**config.mk**
```make
export PLATFORM = sky130hd
export DESIGN_NAME = branch_target_buffer
export DESIGN_NICKNAME = d
export VERILOG_FILES = /design/src/rtl/branch_target_buffer_pkg.sv /design/src/rtl/btb_stat_counter.sv /design/src/rtl/branch_target_buffer.sv
export SDC_FILE = /design/constraint.sdc
export NUM_CORES = 1
export LEC_CHECK = 0
export ABC_AREA = 1
export BUFFER_PORTS_ARGS = -buffer_cell sky130_fd_sc_hd__buf_2
export CORE_UTILIZATION = 40
export DETAILED_ROUTE_END_ITERATION = 6
export MAX_ROUTING_LAYER = met4
export PLACE_DENSITY = 0.66
export SETUP_SLACK_MARGIN = 0.1
export SLEW_MARGIN = 30
export SYNTH_ARGS = -nofsm -noshare
export SYNTH_HDL_FRONTEND = slang
export SYNTH_SLANG_ARGS = --single-unit
```
**constraint.sdc**
```tcl
create_clock -name clk -period 9.74 [get_ports clk]
set_input_delay 0.487 -clock clk [delete_from_list [all_inputs] [get_ports clk]]
set_output_delay 0.487 -clock clk [all_outputs]
set_load 0.05 [all_outputs]
```
**src/rtl/branch_target_buffer_pkg.sv**
```systemverilog
// Shared constants for the fetch-side branch machinery: branch-type encoding
// (common with the 2-bit direction predictor) and the sequential PC step.
package branch_target_buffer_pkg;

    localparam logic [1:0] BR_NONE = 2'b00;
    localparam logic [1:0] BR_COND = 2'b01;
    localparam logic [1:0] BR_JUMP = 2'b10;

    localparam int unsigned PC_INC = 4;

    // 2'b11 is reserved and behaves like BR_NONE
    function automatic logic br_active(input logic [1:0] br);
        return (br == BR_COND) || (br == BR_JUMP);
    endfunction

endpackage

```
**src/rtl/btb_stat_counter.sv**
```systemverilog
// Saturating event counter with synchronous reset; sticks at all-ones.
module btb_stat_counter #(
    parameter int W = 32
) (
    input  logic         i_clk,
    input  logic         i_rst,
    input  logic         i_inc,
    output logic [W-1:0] o_count
);

    logic [W-1:0] r_count;

    // count enabled events, holding once every bit is set
    always_ff @(posedge i_clk) begin
        if (i_rst) begin
            r_count <= '0;
        end else if (i_inc && (r_count != {W{1'b1}})) begin
            r_count <= r_count + 1'b1;
        end
    end

    assign o_count = r_count;

endmodule

```
**src/rtl/branch_target_buffer.sv**
```systemverilog
// Direct-mapped branch target buffer: zero-latency lookup with the fetch PC,
// trained from EXE on taken branches/jumps, plus mispredict detection and
// branch / mispredict statistics.
module branch_target_buffer
    import branch_target_buffer_pkg::*;
#(
    parameter int INDEX_BITS = 4,
    parameter int XLEN       = 32,
    parameter int CNT_BITS   = 32
) (
    input  logic                clk,
    input  logic                rst,
    input  logic [XLEN-1:0]     if_pc,
    input  logic                if_dir_taken,
    output logic                if_hit,
    output logic                if_pred_taken,
    output logic [XLEN-1:0]     if_next_pc,
    input  logic [1:0]          exe_branch,
    input  logic [XLEN-1:0]     exe_pc,
    input  logic [XLEN-1:0]     exe_target,
    input  logic                exe_taken,
    input  logic                exe_pred_taken,
    input  logic [XLEN-1:0]     exe_pred_pc,
    output logic                mispredict,
    output logic [XLEN-1:0]     redirect_pc,
    output logic [CNT_BITS-1:0] branch_count,
    output logic [CNT_BITS-1:0] mispredict_count
);

    localparam int ENTRIES = 1 << INDEX_BITS;
    localparam int TAG_W   = XLEN - INDEX_BITS - 2;

    // Table storage; only the valid bits need a defined reset value
    logic [ENTRIES-1:0] r_valid;
    logic [TAG_W-1:0]   r_tag     [ENTRIES];
    logic [XLEN-1:0]    r_target  [ENTRIES];
    logic               r_is_jump [ENTRIES];

    logic [INDEX_BITS-1:0] w_if_idx;
    logic [TAG_W-1:0]      w_if_tag;
    logic [INDEX_BITS-1:0] w_exe_idx;
    logic [TAG_W-1:0]      w_exe_tag;
    logic                  w_active;
    logic                  w_actual_taken;
    logic [XLEN-1:0]       w_actual_next;
    logic                  w_write;

    assign w_if_idx  = if_pc[INDEX_BITS+1:2];
    assign w_if_tag  = if_pc[XLEN-1:INDEX_BITS+2];
    assign w_exe_idx = exe_pc[INDEX_BITS+1:2];
    assign w_exe_tag = exe_pc[XLEN-1:INDEX_BITS+2];

    // Fetch-side lookup; reads pre-edge contents, no write bypass
    always_comb begin
        if_hit        = r_valid[w_if_idx] && (r_tag[w_if_idx] == w_if_tag);
        if_pred_taken = if_hit && (r_is_jump[w_if_idx] || if_dir_taken);
        if_next_pc    = if_pred_taken ? r_target[w_if_idx]
                                      : if_pc + XLEN'(PC_INC);
    end

    // Resolve the EXE outcome against the prediction carried down the pipe
    always_comb begin
        w_active       = br_active(exe_branch);
        w_actual_taken = (exe_branch == BR_JUMP) || exe_taken;
        w_actual_next  = w_actual_taken ? exe_target : exe_pc + XLEN'(PC_INC);
        mispredict     = 1'b0;
        redirect_pc    = '0;
        if (w_active) begin
            mispredict  = (w_actual_taken != exe_pred_taken) ||
                          (w_actual_next != exe_pred_pc);
            redirect_pc = w_actual_next;
        end
    end

    // Only taken outcomes train the table; not-taken leaves the entry alone
    assign w_write = w_active && w_actual_taken;

    // Valid bits: cleared on reset, set when an entry is installed
    always_ff @(posedge clk) begin
        if (rst) begin
            r_valid <= '0;
        end else if (w_write) begin
            r_valid[w_exe_idx] <= 1'b1;
        end
    end

    // Entry payload: overwrite any alias; suppressed while in reset
    always_ff @(posedge clk) begin
        if (!rst && w_write) begin
            r_tag[w_exe_idx]     <= w_exe_tag;
            r_target[w_exe_idx]  <= exe_target;
            r_is_jump[w_exe_idx] <= (exe_branch == BR_JUMP);
        end
    end

    btb_stat_counter #(.W(CNT_BITS)) u_branch_cnt (
        .i_clk   (clk),
        .i_rst   (rst),
        .i_inc   (w_active),
        .o_count (branch_count)
    );

    btb_stat_counter #(.W(CNT_BITS)) u_mispredict_cnt (
        .i_clk   (clk),
        .i_rst   (rst),
        .i_inc   (mispredict),
        .o_count (mispredict_count)
    );

endmodule

```
==> impl_metrics.json <==
{
  "finalHoldViolCount": 0,
  "synth_top_area_share_pct": 62.9,
  "synth_edf_count": 944,
  "internal-power_mw": 7.27,
  "die_x_um": 338,
  "min_period_over_period_pct": 60.1,
  "finish.net_count": 4561,
  "drive_above_1_share_pct": 11.8,
  "worstSetupPathType": "input pin to output pin",
  "ir_worst_vdd_mv": 0.147,
  "tns_ps": 0,
  "cpMostUsedCell": "buf_4",
  "cts_setup_buffers": 0,
  "synthesis.area_um2": 45000,
  "drc": 0,
  "grt_first_pass_wirelength_um": 212000,
  "yosys_warnings": 0,
  "crit_path_top_delay_cell": "nand3_2",
  "max_freq_mhz": 171,
  "port_buffers": 265,
  "htreeDepth": 3,
  "worstMarginPinSlew_ps": 1050,
  "cts.sinks": 1024,
  "grt_pass1_vias": 31500,
  "end_kind": "output pin",
  "ant_nets": 0,
  "placed_cells": 5801,
  "yosys.cell_types.count": 45,
  "firstDrtPassIters": 6,
  "combPwrFrac_pct": 8.6,
  "cts.reportedPaths.clkPinSlew_ps": 60,
  "slew_violations": 0,
  "globalRouteOverflowTotal": 0,
  "synth_area_leaders": "edfxtp_1, nor2_1, o21ai_0, nand2_1, dfxtp_1",
  "initial_core_util_pct": 40.5,
  "design_area_um2": 51200,
  "crit_path_start_kind": "input pin",
  "clock_power_share_pct": 41.2,
  "hold_slack_ps": 194,
  "root_buffer": "clkbuf_16",
  "postCtsHoldBufs": 0,
  "worstPathCellList": "buf_4 -> buf_4 -> inv_2 -> buf_4 -> o221ai_1 -> nand3_1 -> nand3_1 -> nand3_2 -> o21ai_1 -> buf_2",
  "numCtsBuffers": 102,
  "skew_ps": 10.1,
  "via_per_inst": 5.67,
  "power.density_nw_per_um2": 189,
  "tritoncts": "done",
  "fp.dieH_um": 338,
  "drt_iter0_markers": 4407,
  "dp_hpwl_um": 89700,
  "synthArstFlopShare_pct": 0,
  "finalSetupViolCount": 0,
  "die-area_um2": 114000,
  "syn_nets": 4381,
  "clk_latency_ps": 670,
  "num_io_pins": 266,
  "yosysMostFrequentCell": "edfxtp_1",
  "via_count": 34100,
  "area_growth_pct": 13.6,
  "wl_um": 147000,
  "netlist_instances": 4238,
  "ctsLongestPathBuffers": 3,
  "netlist_top_cells_count": "edfxtp_1, nor2_1, nand2_1",
  "hold_class": "input pin to flop",
  "ys_seq_area_share_pct": 66.5,
  "synthFlopType": "edfxtp_1",
  "grt_max_degree": 176,
  "finalCriticalPeriod_ps": 5850,
  "status": "finished, final reports clean",
  "rows": 122,
  "cp.arrival_ps": 5360,
  "slew_headroom_pct": 30.0,
  "finalNonFillerCells": 6018,
  "pre_cts_ws_ps": 3990,
  "p_switching_mw": 2.38,
  "gp_congestion": 0.958,
  "cts-resized-gates": 0,
  "core_um2": 111000,
  "setup_ws_ps": 3890,
  "antenna_found_initial": 34,
  "place_area_um2": 47700,
  "rsz0062_at_grt": "no",
  "yosys_register_bits": 1024,
  "sequentialPowerShare_pct": 50.3,
  "p_leak_nw": 18.0,
  "max_stage_delay_ps": 810,
  "fill_cells": 10300,
  "syn_area_per_cell_um2": 10.6,
  "synth_area_leader_cell": "edfxtp_1",
  "swShare_pct": 24.7,
  "crit_fanout": 50,
  "critPathRequiredTime_ps": 9250,
  "grt_util_all_layers_pct": 26.1,
  "wl_per_cell_um": 24.5,
  "cap_violations": 0
}
worst max-delay path, delay by kind of cell:
kind,cells,cell delay (ps)
AND/OR/NAND/NOR,3,1610
AO/OA/AOI/OAI,2,700
buffers and inverters,5,2430
power groups by stage:
| stage | Clock, mW | Combinational (mW) | Sequential [mW] |
|---|---|---|---|
| finish | 3.97 | 0.828 | 4.85 |
| global route | 4.16 | 0.888 | 4.85 |
| CTS | 4.00 | 0.816 | 4.85 |
| detailed placement | 0 | 0.813 | 4.95 |
| global placement | 0 | 0.806 | 4.94 |
| floorplan | 0 | 0.473 | 4.96 |
state kept, by name, summed over array words and instances (netlist names):
register and flops:
r_valid 16, r_tag 416, r_is_jump 16, r_target 512, u_mispredict_cnt.o_count 32, u_branch_cnt.o_count 32
cell usage in the layout, fill, tap and decap left out, types with 9 or more instances in the layout:
master and instances:
inv_1 241, nor3_1 32, xor2_1 38, nor2_4 23
o211ai_1 55, nand3_1 215, clkbuf_16 102, diode_2 25
clkinv_1 27, nand2_1 662, clkinv_2 16, a221oi_1 12
a21oi_1 66, bufinv_16 11, o22ai_1 129, o21ai_0 511
clkbuf_1 23, buf_4 32, nor2_2 9, nor4_1 20
edfxtp_1 944, buf_2 263, dfxtp_1 80, nand3b_1 17
o221ai_1 54, or2_2 17, nand4_1 58, o21ai_1 29
nor2_1 716
through the flow:
step                      power, mW  utilization [%]
after global placement         5.75             42.9
after detailed placement       5.76             43.0
after floorplan                5.43                -
final                          9.65             46.1
after CTS                      9.67             46.0
after global routing           9.90             46.0
routing by layer:
| layer | wire length (um) | share of wire, % | vias up | global-route usage [%] |
|---|---|---|---|---|
| met5 | 0 | 0 | - | - |
| met1 | 58100 | 39 | 16700 | 35.1 |
| met4 | 4780 | 3.2 | 0 | 8.16 |
| met2 | 66800 | 45 | 1808 | 39.4 |
| li1 | - | - | 15400 | - |
| met3 | 17400 | 12 | 257 | 5.70 |
area by class of cell:
cell class                      instances  area, um^2  share of cell area, %
Sequential cell                      1024       29900                   58.5
Multi-Input combinational cell       2726       13200                   25.8
Clock buffer                          125        2640                   5.15
Tap cell                             1488        1860                   3.64
Timing Repair Buffer                  309        1790                   3.49
Inverter                              255         970                   1.89
Clock inverter                         66         708                   1.38
Antenna cell                           25        62.6                  0.122
worst paths after layout:
check | start | endpoint | slack [ps] | depth (start not counted)
max | if_pc[4] | if_next_pc[26] | 3890 | 10
max reg2reg | u_mispredict_cnt.o_count[0] | u_mispredict_cnt.o_count[29] | 6610 | 18
min | exe_target[3] | r_target[0][3] | 190 | 1
min reg2reg | r_valid[11] | r_valid[11] | 460 | 2
cells by family (layout without fill, tap and decap cells):
group | count (synthesis) | count (layout) | synth area share (%)
compound gates | 881 | 881 | 11.2
flops | 1024 | 1024 | 66.5
fa+ha+maj | 8 | 8 | 0.222
buf+inv | 488 | 755 | 4.50
simple gates | 1793 | 1793 | 16.7
xor+xnor | 44 | 44 | 0.855
other cells | 0 | 25 | 0
Note: power is estimated with default switching activity, not from simulation.
